==> config.mk <==
export PLATFORM = sky130hd
export DESIGN_NAME = rt_counter_ctrl
export DESIGN_NICKNAME = d
export VERILOG_FILES = /design/src/rtl/rt_counter_ctrl.sv
export SDC_FILE = /design/constraint.sdc
export NUM_CORES = 1
export LEC_CHECK = 0
export CAP_MARGIN = 5
export CORE_ASPECT_RATIO = 1.5
export CORE_MARGIN = 4
export CORE_UTILIZATION = 54
export DETAILED_ROUTE_END_ITERATION = 16
export GPL_ROUTABILITY_DRIVEN = 0
export HOLD_SLACK_MARGIN = 0.1
export PLACE_DENSITY = 0.79
export SLEW_MARGIN = 0
export SYNTH_ARGS = -nofsm -noshare
export SYNTH_HDL_FRONTEND = slang
export SYNTH_SLANG_ARGS = --single-unit
==> constraint.sdc <==
create_clock -name clk -period 2.55 [get_ports clk]
set_clock_uncertainty 0.2 [all_clocks]
set_input_delay 0.255 -clock clk [delete_from_list [all_inputs] [get_ports clk]]
set_output_delay 0.255 -clock clk [all_outputs]
set_load 0.05 [all_outputs]
==> src/rtl/rt_counter_ctrl.sv <==
// Run/stop/clear/set controller for an external mod-N counter.
// Generates the count tick from a clock prescaler and drives load/enable strobes.
module rt_counter_ctrl #(
  parameter int  CLK_HZ  = 100_000_000,
  parameter int  TICK_HZ = 1,
  parameter int  N       = 60,
  localparam int DIV     = CLK_HZ / TICK_HZ,
  localparam int WIDTH   = $clog2(N)
) (
  input  logic             clk,
  input  logic             reset,
  input  logic             start_btn,
  input  logic             stop_btn,
  input  logic             clear_btn,
  input  logic             set_btn,
  input  logic [WIDTH-1:0] set_value,
  input  logic [WIDTH-1:0] cnt_value,
  output logic             cnt_en,
  output logic             cnt_load,
  output logic [WIDTH-1:0] cnt_load_data,
  output logic             tick,
  output logic             wrap,
  output logic [1:0]       state
);

  localparam int PW = $clog2(DIV);

  generate
    if (DIV < 2) begin : g_div_chk
      $error("rt_counter_ctrl: CLK_HZ/TICK_HZ must be >= 2");
    end
    if (N < 2) begin : g_n_chk
      $error("rt_counter_ctrl: N must be >= 2");
    end
  endgenerate

  typedef enum logic [1:0] {
    IDLE   = 2'b00,
    RUN    = 2'b01,
    PAUSED = 2'b10,
    LOAD   = 2'b11
  } state_t;

  typedef enum logic [2:0] {
    CMD_NONE,
    CMD_START,
    CMD_SET,
    CMD_STOP,
    CMD_CLEAR
  } cmd_t;

  localparam int B_START = 0;
  localparam int B_SET   = 1;
  localparam int B_STOP  = 2;
  localparam int B_CLR   = 3;

  logic [3:0]       btn;
  logic [3:0]       btn_q;
  logic [3:0]       armed;
  logic [3:0]       btn_edge;
  cmd_t             cmd;
  state_t           state_q;
  logic [PW-1:0]    presc_q;
  logic [WIDTH-1:0] set_sat;

  assign btn = {clear_btn, stop_btn, set_btn, start_btn};

  // A command held high across reset stays disarmed until it is seen low,
  // so releasing reset never manufactures an edge.
  always_ff @(posedge clk) begin
    if (reset) begin
      btn_q <= '0;
      armed <= ~btn;
    end else begin
      btn_q <= btn;
      armed <= armed | ~btn;
    end
  end

  assign btn_edge = btn & ~btn_q & armed;

  always_comb begin
    cmd = CMD_NONE;
    if      (btn_edge[B_CLR])   cmd = CMD_CLEAR;
    else if (btn_edge[B_STOP])  cmd = CMD_STOP;
    else if (btn_edge[B_SET])   cmd = CMD_SET;
    else if (btn_edge[B_START]) cmd = CMD_START;
  end

  assign set_sat = (32'(set_value) >= N) ? WIDTH'(N - 1) : set_value;

  // Losing commands in the priority pick are dropped even when the winner
  // is ignored in the current state (e.g. stop+start while PAUSED).
  always_ff @(posedge clk) begin
    if (reset) begin
      state_q       <= IDLE;
      presc_q       <= '0;
      cnt_load      <= 1'b0;
      cnt_load_data <= '0;
    end else begin
      cnt_load <= 1'b0;
      if (cmd == CMD_CLEAR) begin
        state_q       <= IDLE;
        presc_q       <= '0;
        cnt_load      <= 1'b1;
        cnt_load_data <= '0;
      end else begin
        case (state_q)
          IDLE: begin
            if (cmd == CMD_START) begin
              state_q <= RUN;
              presc_q <= '0;
            end else if (cmd == CMD_SET) begin
              state_q       <= LOAD;
              cnt_load      <= 1'b1;
              cnt_load_data <= set_sat;
            end
          end
          RUN: begin
            // Stop freezes the prescaler at its current phase for resume.
            if (cmd != CMD_STOP) begin
              presc_q <= (presc_q == PW'(DIV - 1)) ? '0 : presc_q + PW'(1);
            end else begin
              state_q <= PAUSED;
            end
          end
          PAUSED: begin
            if (cmd == CMD_START) begin
              state_q <= RUN;
            end else if (cmd == CMD_SET) begin
              state_q       <= LOAD;
              cnt_load      <= 1'b1;
              cnt_load_data <= set_sat;
            end
          end
          LOAD: begin
            state_q <= PAUSED;
            presc_q <= '0;
          end
          default: begin
            state_q <= IDLE;
            presc_q <= '0;
          end
        endcase
      end
    end
  end

  assign tick   = (state_q == RUN) && (presc_q == PW'(DIV - 1));
  assign cnt_en = tick;
  assign wrap   = tick && (cnt_value == WIDTH'(N - 1));
  assign state  = state_q;

endmodule

==> results of run 1 <==
## layout make-up
type	instances	area [um2]	share of cell area [%]
Clock buffer	8	90.1	3.32
Inverter	9	33.8	1.25
Multi-Input combinational cell	188	1230	45.2
Sequential cell	44	881	32.5
Tap cell	43	53.8	1.99
Timing Repair Buffer	43	425	15.7
## power groups by stage
stage / Sequential (uW) / Combinational (uW) / Clock [uW]
floorplan: 761 / 98.7 / 0
CTS: 721 / 209 / 457
global route: 723 / 227 / 484
detailed placement: 737 / 207 / 0
global placement: 736 / 203 / 0
finish: 721 / 209 / 451
## worst min-delay path, cell delays in order (launching register included)
cell,delay [ps]
dfxtp_1,310
inv_1,40
o21ai_0,60
## metal layers
layer | global-route usage (%) | up-vias
li1 | - | 998
met1 | 24.0 | 958
met2 | 37.3 | 76
met3 | 5.78 | 15
met4 | 10.3 | 0
met5 | 0 | -
## logic make-up (layout without fill, tap and decap cells)
group	Yosys count	in the layout	share of synthesized area (%)
fa+ha+maj	1	1	0.580
flops	44	44	40.9
buf+inv	18	60	3.66
mux	3	3	1.39
xor+xnor	16	16	6.50
compound gates	39	39	13.3
simple gates	129	129	33.7
## per-stage QoR
step           cell area (um2)  instances
5_1_grt                   2710        335
3_3_place_gp              2600        327
6_report                  2710        335
3_5_place_dp              2600        327
2_1_floorplan             2160        250
4_1_cts                   2710        335
## worst max-delay path by stage
stage / to
5_1_grt: cnt_en
2_1_floorplan: wrap
3_5_place_dp: presc_q[26]$_SDFFE_PP0P_
6_report: tick
3_3_place_gp: presc_q[18]$_SDFFE_PP0P_
4_1_cts: wrap
## layout by cell type, fill, tap and decap left out, drive strengths merged, types with 6 or more instances in the layout
| cell | synthesis | layout |
|---|---|---|
| nor2 | 36 | 36 |
| nand2 | 15 | 15 |
| a21oi | 10 | 10 |
| xnor2 | 15 | 15 |
| dfxtp | 44 | 44 |
| o21ai | 13 | 13 |
| buf | 4 | 17 |
| nand4 | 11 | 11 |
| or3 | 7 | 7 |
| and3 | 6 | 6 |
| nor3 | 9 | 9 |
| clkbuf | 5 | 8 |
| nor4 | 10 | 10 |
| inv | 9 | 9 |
| nand3 | 10 | 10 |
| clkdlybuf4s50 | 0 | 26 |
## state kept, by name (all words and copies together) (netlist names)
signal and flops:
cnt_load_data 6, state 2, presc_q 27, btn_q 4, cnt_load 1, armed 4
## repair_timing
action	in CTS	in global routing
endpoints found under the hold margin	0	0
setup endpoints to repair	1	3
gates resized for setup	3	1
pin swaps	0	1
==> flow_summary.ini, run 1 <==
[sta]
worst_slew_pin_slew_ps = 520
layout_worst_path_cycle_share_pct = 94.8
timing.final.setup_violations = 0
totalNegativeSetupSlack_ps = 0
finalMaxSlewViolations = 0
fmax_mhz = 414
report.final.hold_viol_count = 0
fin_ws_ps = 133
slew_headroom_pct = 65.2
post-route-min-period_ps = 2420
holdWs_ps = 258
setup_repair_after_global_routing_missed_its_margin = no

[synth]
syn-instance-count = 250
ys_seq_area_share_pct = 40.9
synth-main-ff-cell = dfxtp_1
yosys_register_bits = 44
mappedNetlistArea_um2 = 2160
most_instantiated_library_cell_after_synthesis = dfxtp_1
synth_largest_area_cell = dfxtp_1
asyncSetResetFlopFracSynth_pct = 0
synth_commonest_cells = 44 x dfxtp_1, 36 x nor2_1, 15 x nand2_1, 15 x xnor2_1, 12 x o21ai_0
yosysTopAreaCellShare_pct = 40.9
netlist-cell-type-count = 48
yosys-top-cells-area = dfxtp_1 41%, nor2_1 6.3%, xnor2_1 6.1%
synth.yosys.warnings = 0
synth_fp_nets = 269
postSynthAreaPerCell_um2 = 8.62
synth-edff-count = 0

[drt]
initialDrtViolationCount = 111
drc_errors = 0
met3_wirelength_from_detailed_routing_um = 325
met2_length_um = 2680
via_count = 2047
top_signal_layer_used = met4
detail-route-antenna-nets = 0
detail_route.vias_per_cell = 6.11
routed_wl_um = 5230
drtPass1Iterations = 4
detail_route.wirelength.met1_um = 2080
routedWlPerCell_um = 15.6

[global_route]
grt_pass1_wl_um = 8710
first_global_vias = 1991
global_route.usage.total_pct = 21.7
grt_max_degree = 16
antenna_found_initial = 0
grt.overflow.total = 0

[worst_setup_path]
cp_max_fo = 4
critPathArrivalTime_ps = 1960
worst-path-buf-inv = 1
ff2ff_setup_slack_ps = 360
critical_path_depth = 6
crit_path_cell_trace = ha_1 > and3_2 > and4_1 > nand2_1 > nor2_2 > buf_12
worstSetupStartpoint = presc_q[0]$_SDFFE_PP0P_
critical_path.endpoint_type = output port
r2r_start = presc_q[0]$_SDFFE_PP0P_
setup.worst_path.class = flop to output port
worstRegToRegCells = 6
worst_ep_required_time_ps = 2100
worst_r2r_endpoint = presc_q[18]$_SDFFE_PP0P_
timing.critical_path.slowest_stage_cell = dfxtp_1
worst_path_largest_cell_delay_ps = 390
start_kind = flop
cp_top_family = simple AND/OR/NAND/NOR gates

[clocking]
path_clk_slew_ps = 80
cts_post_setup_buffers_inserted = 0
cts.root.buffer_cell = clkbuf_8
tritoncts_clock_tree = done
cts.htree.levels = 2
tritoncts.num_buffers = 5
tritoncts_num_sinks = 44
max-clock-path-buffers = 2
clock_latency_ps = 300
hold_buf_cts = 0

[cells_and_area]
finish.net_count = 310
flow.area_growth_from_synthesis_pct = 25.7
finalCoreUtilization_pct = 72.3
antenna_cells = 0
post_route_cells_drive_above_1_share_pct = 13.7
count_of_fill_cells_added_during_filler_insertion = 287

[min_path]
cell_count_of_the_worst_hold_path = 2
worst_min_path_start = armed[0]$_DFF_P_
holdCritPathClass = flop to flop
hold-path-endpoint = armed[0]$_DFF_P_

[pwr]
p_int_uw = 1010
pwr-share-seq_pct = 52.2
total_switching_power_uw = 371
power.ir.vdd_worst_mv = 0.652
finalPower_uw = 1380
power_density_nw_per_um2 = 509
power.share.combinational_pct = 15.1
switching_share_pct = 26.9
power.share.clock_pct = 32.7
power.leakage_uw = 0.000904

[floorplan]
ioPinCount = 30
die_width_um = 59.6
floorplan.initialDensity_pct = 57.5
die_area_um2 = 5090
std_cell_core_area_um2 = 3750
floorplan.die.height_um = 85.4
fp-row-count = 27

[outcome]
outcome = finished, final reports clean

[placed_design]
numPortBuffers = 29
placement.setup.worst_slack_ps = 104
dp_hpwl_um = 3820

[run]
number_of_max_cap_violations = 0
Note: power is estimated with default switching activity, not from simulation.
==> run 2: changes to the inputs <==
--- a/config.mk
+++ b/config.mk
@@ -8,11 +8,12 @@
 export CAP_MARGIN = 5
 export CORE_ASPECT_RATIO = 1.5
 export CORE_MARGIN = 4
-export CORE_UTILIZATION = 54
+export CORE_UTILIZATION = 56
+export CTS_BUF_LIST = sky130_fd_sc_hd__clkbuf_8
 export DETAILED_ROUTE_END_ITERATION = 16
 export GPL_ROUTABILITY_DRIVEN = 0
 export HOLD_SLACK_MARGIN = 0.1
-export PLACE_DENSITY = 0.79
+export PLACE_DENSITY = 0.81
 export SLEW_MARGIN = 0
 export SYNTH_ARGS = -nofsm -noshare
 export SYNTH_HDL_FRONTEND = slang
==> run 2 against run 1 <==
Against the previous run: sequential power hardly changed; register-to-register slack worse by 30 ps; fmax is 0.91% higher; sequential share of layout area is 0.075 points higher; combinational power hardly changed; routed wire length is 3.4% lower; total power is 0.63% lower; via count is 2.1% lower; non-clock buffer count is 1 lower; critical path depth stayed put; flip-flop and latch count stayed put; global-route usage is 0.25 points lower; critical path type unchanged; largest power group unchanged.
==> flow_summary.ini, run 2 (same netlist as run 1, synthesis figures left out) <==
[sta]
finalMaxSlewViolations = 0
report.final.hold_viol_count = 0
fmax_mhz = 418
totalNegativeSetupSlack_ps = 0
post-route-min-period_ps = 2400
timing.final.setup_violations = 0
worst_slew_pin_slew_ps = 537
setup_repair_after_global_routing_missed_its_margin = no
slew_headroom_pct = 63.9
layout_worst_path_cycle_share_pct = 93.9

[drt]
initialDrtViolationCount = 95
detail-route-antenna-nets = 0
routed_wl_um = 5050
via_count = 2005
detail_route.vias_per_cell = 6.00
drtPass1Iterations = 4
drc_errors = 0
routedWlPerCell_um = 15.1

[global_route]
grt.overflow.total = 0
first_global_vias = 1885
grt_max_degree = 16
antenna_found_initial = 0
grt_pass1_wl_um = 8360
global_route.usage.total_pct = 21.5

[cells_and_area]
antenna_cells = 0
biggestRegsByFlops = presc_q: 27 flops, cnt_load_data: 6 flops
max_flop_register = presc_q
count_of_fill_cells_added_during_filler_insertion = 275
flip_flop_count_of_the_largest_register_all_copies_and_words_added = 27
post_route_cells_drive_above_1_share_pct = 13.4
layout_common_cells = 44 x dfxtp_1, 35 x nor2_1, 26 x clkdlybuf4s50_1
flow.area_growth_from_synthesis_pct = 25.4
final_cell_count_no_fill = 334
final_area_um2 = 2700
finish.net_count = 309
layout.cells.most_common = dfxtp_1

[placed_design]
placed_cells = 326
numPortBuffers = 29
dp_hpwl_um = 3680
dpl-instance-area_um2 = 2590

[floorplan]
floorplan.die.height_um = 84.0
floorplan.initialDensity_pct = 58.5
ioPinCount = 30
die_width_um = 58.7
fp-row-count = 27
die_area_um2 = 4930
std_cell_core_area_um2 = 3680

[clocking]
clock_latency_ps = 300
tritoncts_num_sinks = 44
path_clk_slew_ps = 80
hold_buf_cts = 0
tritoncts_clock_tree = done
cts.htree.levels = 2
tritoncts.num_buffers = 5
cts.root.buffer_cell = clkbuf_8
max-clock-path-buffers = 2
cts_post_setup_buffers_inserted = 0

[worst_setup_path]
cp_max_fo = 4
worstRegToRegCells = 7
critPathArrivalTime_ps = 1940
start_kind = flop
critical_path.endpoint_type = output port
worst_ep_required_time_ps = 2100
setup.worst_path.class = flop to output port

[outcome]
outcome = finished, final reports clean

[pwr]
power.ir.vdd_worst_mv = 0.393
power.leakage_uw = 0.000907
power_density_nw_per_um2 = 507

[run]
number_of_max_cap_violations = 0

[min_path]
cell_count_of_the_worst_hold_path = 2
holdCritPathClass = flop to flop
run 2: cell count changes in the layout (fill, tap and decap cells not counted):
cell | previous run | this run
inv_1 | 9 | 11
clkbuf_1 | 2 | 0
nor2_2 | 1 | 0
nor2_4 | 0 | 1
nand2_2 | 0 | 1
nand2_1 | 15 | 14
nor4_2 | 4 | 3
buf_4 | 14 | 13
nor4_1 | 5 | 6
run 2: worst max-delay path: stages (launching register included):
cell and delay (ps):
dfxtp_1 400, ha_1 180, and3_2 260, and4_1 290, nand2_2 130, nor4_4 200, buf_12 180
run 2: final timing paths:
path                      startpoint                       end  slack (ps)
min reg2reg         armed[0]$_DFF_P_          armed[0]$_DFF_P_         260
max          presc_q[0]$_SDFFE_PP0P_                      wrap         150
min                 armed[0]$_DFF_P_          armed[0]$_DFF_P_         260
max reg2reg  presc_q[0]$_SDFFE_PP0P_  presc_q[17]$_SDFFE_PP0P_         330
run 2: metrics by stage:
stage	setup WS [ps]	utilization, %	hold slack, ps	power, uW
2_1_floorplan	1.88	-	131	860
3_3_place_gp	126	70.4	244	941
3_5_place_dp	96.5	70.4	253	943
4_1_cts	14.1	73.2	268	1380
5_1_grt	16.2	73.4	290	1430
6_report	155	73.4	264	1370
run 2: report_power, final:
part / total (uW) / internal (uW) / switching, uW
clock: 440 / 213 / 227
sequential: 721 / 705 / 16.0
combinational: 210 / 84.3 / 126
total: 1370 / 1000 / 369
run 2: layout make-up:
| cell class | count | area (um2) | area share, % |
|---|---|---|---|
| clock buffers | 6 | 82.6 | 3.05 |
| clock inverters | 2 | 7.51 | 0.278 |
| inverters | 9 | 33.8 | 1.25 |
| multi-input cells | 188 | 1230 | 45.4 |
| flip-flops and latches | 44 | 881 | 32.6 |
| well taps | 43 | 53.8 | 1.99 |
| repair buffers | 42 | 418 | 15.5 |
run 2: per-layer routing:
metal,wire [um],up-vias,global-route usage [%]
li1,-,988,-
met1,2130,927,25.0
met2,2450,70,35.3
met3,284,20,5.42
met4,196,0,11.1
met5,0,-,0
run 2: repair_timing:
action | 4_1_cts | 5_1_grt
pin swaps | 0 | 1
setup endpoints to repair | 1 | 3
resized for setup | 3 | 2
==> run 3: changes to the inputs <==
--- a/config.mk
+++ b/config.mk
@@ -7,7 +7,6 @@
 export LEC_CHECK = 0
 export CAP_MARGIN = 5
 export CORE_ASPECT_RATIO = 1.5
-export CORE_MARGIN = 4
 export CORE_UTILIZATION = 56
 export CTS_BUF_LIST = sky130_fd_sc_hd__clkbuf_8
 export DETAILED_ROUTE_END_ITERATION = 16
==> run 3 against run 2 <==
Against the previous run: combinational power is 2% lower; routed wire length decreased by 2.4%; fmax shrank 2.2%; sequential power about the same; non-clock buffer count is 2 lower; largest cell class unchanged.
==> flow_summary.ini, run 3 (same netlist as run 1, synthesis figures left out) <==
[outcome]
outcome = finished, final reports clean

[drt]
via_count = 1999
drc_errors = 0
drtPass1Iterations = 4
detail-route-antenna-nets = 0
initialDrtViolationCount = 55
detail_route.vias_per_cell = 6.02
routedWlPerCell_um = 14.9
routed_wl_um = 4940

[placed_design]
placement.setup.worst_slack_ps = 93.6
numPortBuffers = 29
dp_hpwl_um = 3650
dpl-instance-area_um2 = 2580

[sta]
finalMaxSlewViolations = 0
fin_ws_ps = 102
timing.final.setup_violations = 0
post-route-min-period_ps = 2450
worst_slew_pin_slew_ps = 509
holdWs_ps = 270
report.final.hold_viol_count = 0
fmax_mhz = 408
slew_headroom_pct = 66.0
layout_worst_path_cycle_share_pct = 96.0

[worst_setup_path]
ff2ff_setup_slack_ps = 350
worst_ep_required_time_ps = 2100
start_kind = flop
worstRegToRegCells = 6
worst_r2r_endpoint = presc_q[18]$_SDFFE_PP0P_
critical_path.endpoint_type = output port
cp_max_fo = 4
r2r_start = presc_q[0]$_SDFFE_PP0P_
critPathArrivalTime_ps = 1990
setup.worst_path.class = flop to output port

[min_path]
worst_min_path_start = armed[3]$_DFF_P_
cell_count_of_the_worst_hold_path = 2
hold-path-endpoint = armed[3]$_DFF_P_
holdCritPathClass = flop to flop

[cells_and_area]
max_flop_register = presc_q
count_of_fill_cells_added_during_filler_insertion = 282
flip_flop_count_of_the_largest_register_all_copies_and_words_added = 27
post_route_cells_drive_above_1_share_pct = 13.1
final_area_um2 = 2700
finish.net_count = 307
antenna_cells = 0
multi_input_comb_area_um2 = 1220
layout_common_cells = 44 x dfxtp_1, 35 x nor2_1, 26 x clkdlybuf4s50_1
layout.area.seq_um2 = 881
flow.area_growth_from_synthesis_pct = 25.3
finalCoreUtilization_pct = 73.4
layout.cells.most_common = dfxtp_1
biggestRegsByFlops = presc_q: 27 flops, cnt_load_data: 6 flops

[global_route]
antenna_found_initial = 0
grt_pass1_wl_um = 8380
grt_max_degree = 16
first_global_vias = 1913
global_route.usage.total_pct = 26.8
grt.overflow.total = 0

[floorplan]
fp-row-count = 27
floorplan.die.height_um = 78.0
std_cell_core_area_um2 = 3680
die_area_um2 = 4110
die_width_um = 52.7
ioPinCount = 30
floorplan.initialDensity_pct = 58.5

[clocking]
hold_buf_cts = 0
cts.root.buffer_cell = clkbuf_8
cts_post_setup_buffers_inserted = 0
tritoncts_num_sinks = 44
cts.htree.levels = 2
tritoncts.num_buffers = 5
tritoncts_clock_tree = done
path_clk_slew_ps = 90
max-clock-path-buffers = 2
clock_latency_ps = 300

[pwr]
power_density_nw_per_um2 = 536
power.ir.vdd_worst_mv = 0.526
power.leakage_uw = 0.000902

[run]
number_of_max_cap_violations = 0
run 3: what timing repair did:
item	CTS	global route
gates resized for setup	2	2
pin swaps	0	1
setup endpoints to repair	1	3
run 3: worst max-delay path: stages, from the launching register on:
cell,delay (ps)
dfxtp_1,410
ha_1,180
and3_2,240
and4_2,280
nand2_1,140
nor2_2,270
buf_12,180
run 3: final cells by class:
cell class                 count  share of cell area, %
clock buffer                   5                   2.55
clock inverter                 3                   1.44
inverter                       9                   1.25
multi-input combinational    188                   45.3
sequential                    44                   32.6
tap                           43                   1.99
timing repair buffer          40                   14.9
run 3: stage by stage:
| step | total power (uW) | setup TNS [ps] | cells |
|---|---|---|---|
| global route | 1500 | -0.201 | 332 |
| finish | 1450 | 0 | 332 |
| floorplan | 860 | 0 | 250 |
| CTS | 1450 | 0 | 332 |
| detailed placement | 941 | 0 | 324 |
| global placement | 937 | 0 | 324 |
run 3: how the worst max path moves through the flow:
stage | end | depth (start not counted) | startpoint
after global placement | presc_q[18]$_SDFFE_PP0P_ | 6 | clear_btn
final | tick | 6 | presc_q[0]$_SDFFE_PP0P_
after detailed placement | presc_q[18]$_SDFFE_PP0P_ | 6 | clear_btn
after CTS | wrap | 6 | presc_q[5]$_SDFFE_PP0P_
after floorplan | wrap | 4 | presc_q[13]$_SDFFE_PP0P_
after global routing | tick | 6 | presc_q[5]$_SDFFE_PP0P_
run 3: where the power goes:
part           internal [uW]  leakage, uW  switching, uW  total (uW)
clock network            287    0.0000593            234         520
registers                705     0.000358           16.6         722
logic                   81.6     0.000485            125         206
total                   1070     0.000902            375        1450
run 3: layer usage:
layer,part of all wire (%),track usage (%),vias up
met2,51,44.8,73
met1,41,31.6,927
li1,-,-,983
met4,2.5,11.6,0
met3,5.3,6.08,16
met5,0,0,-
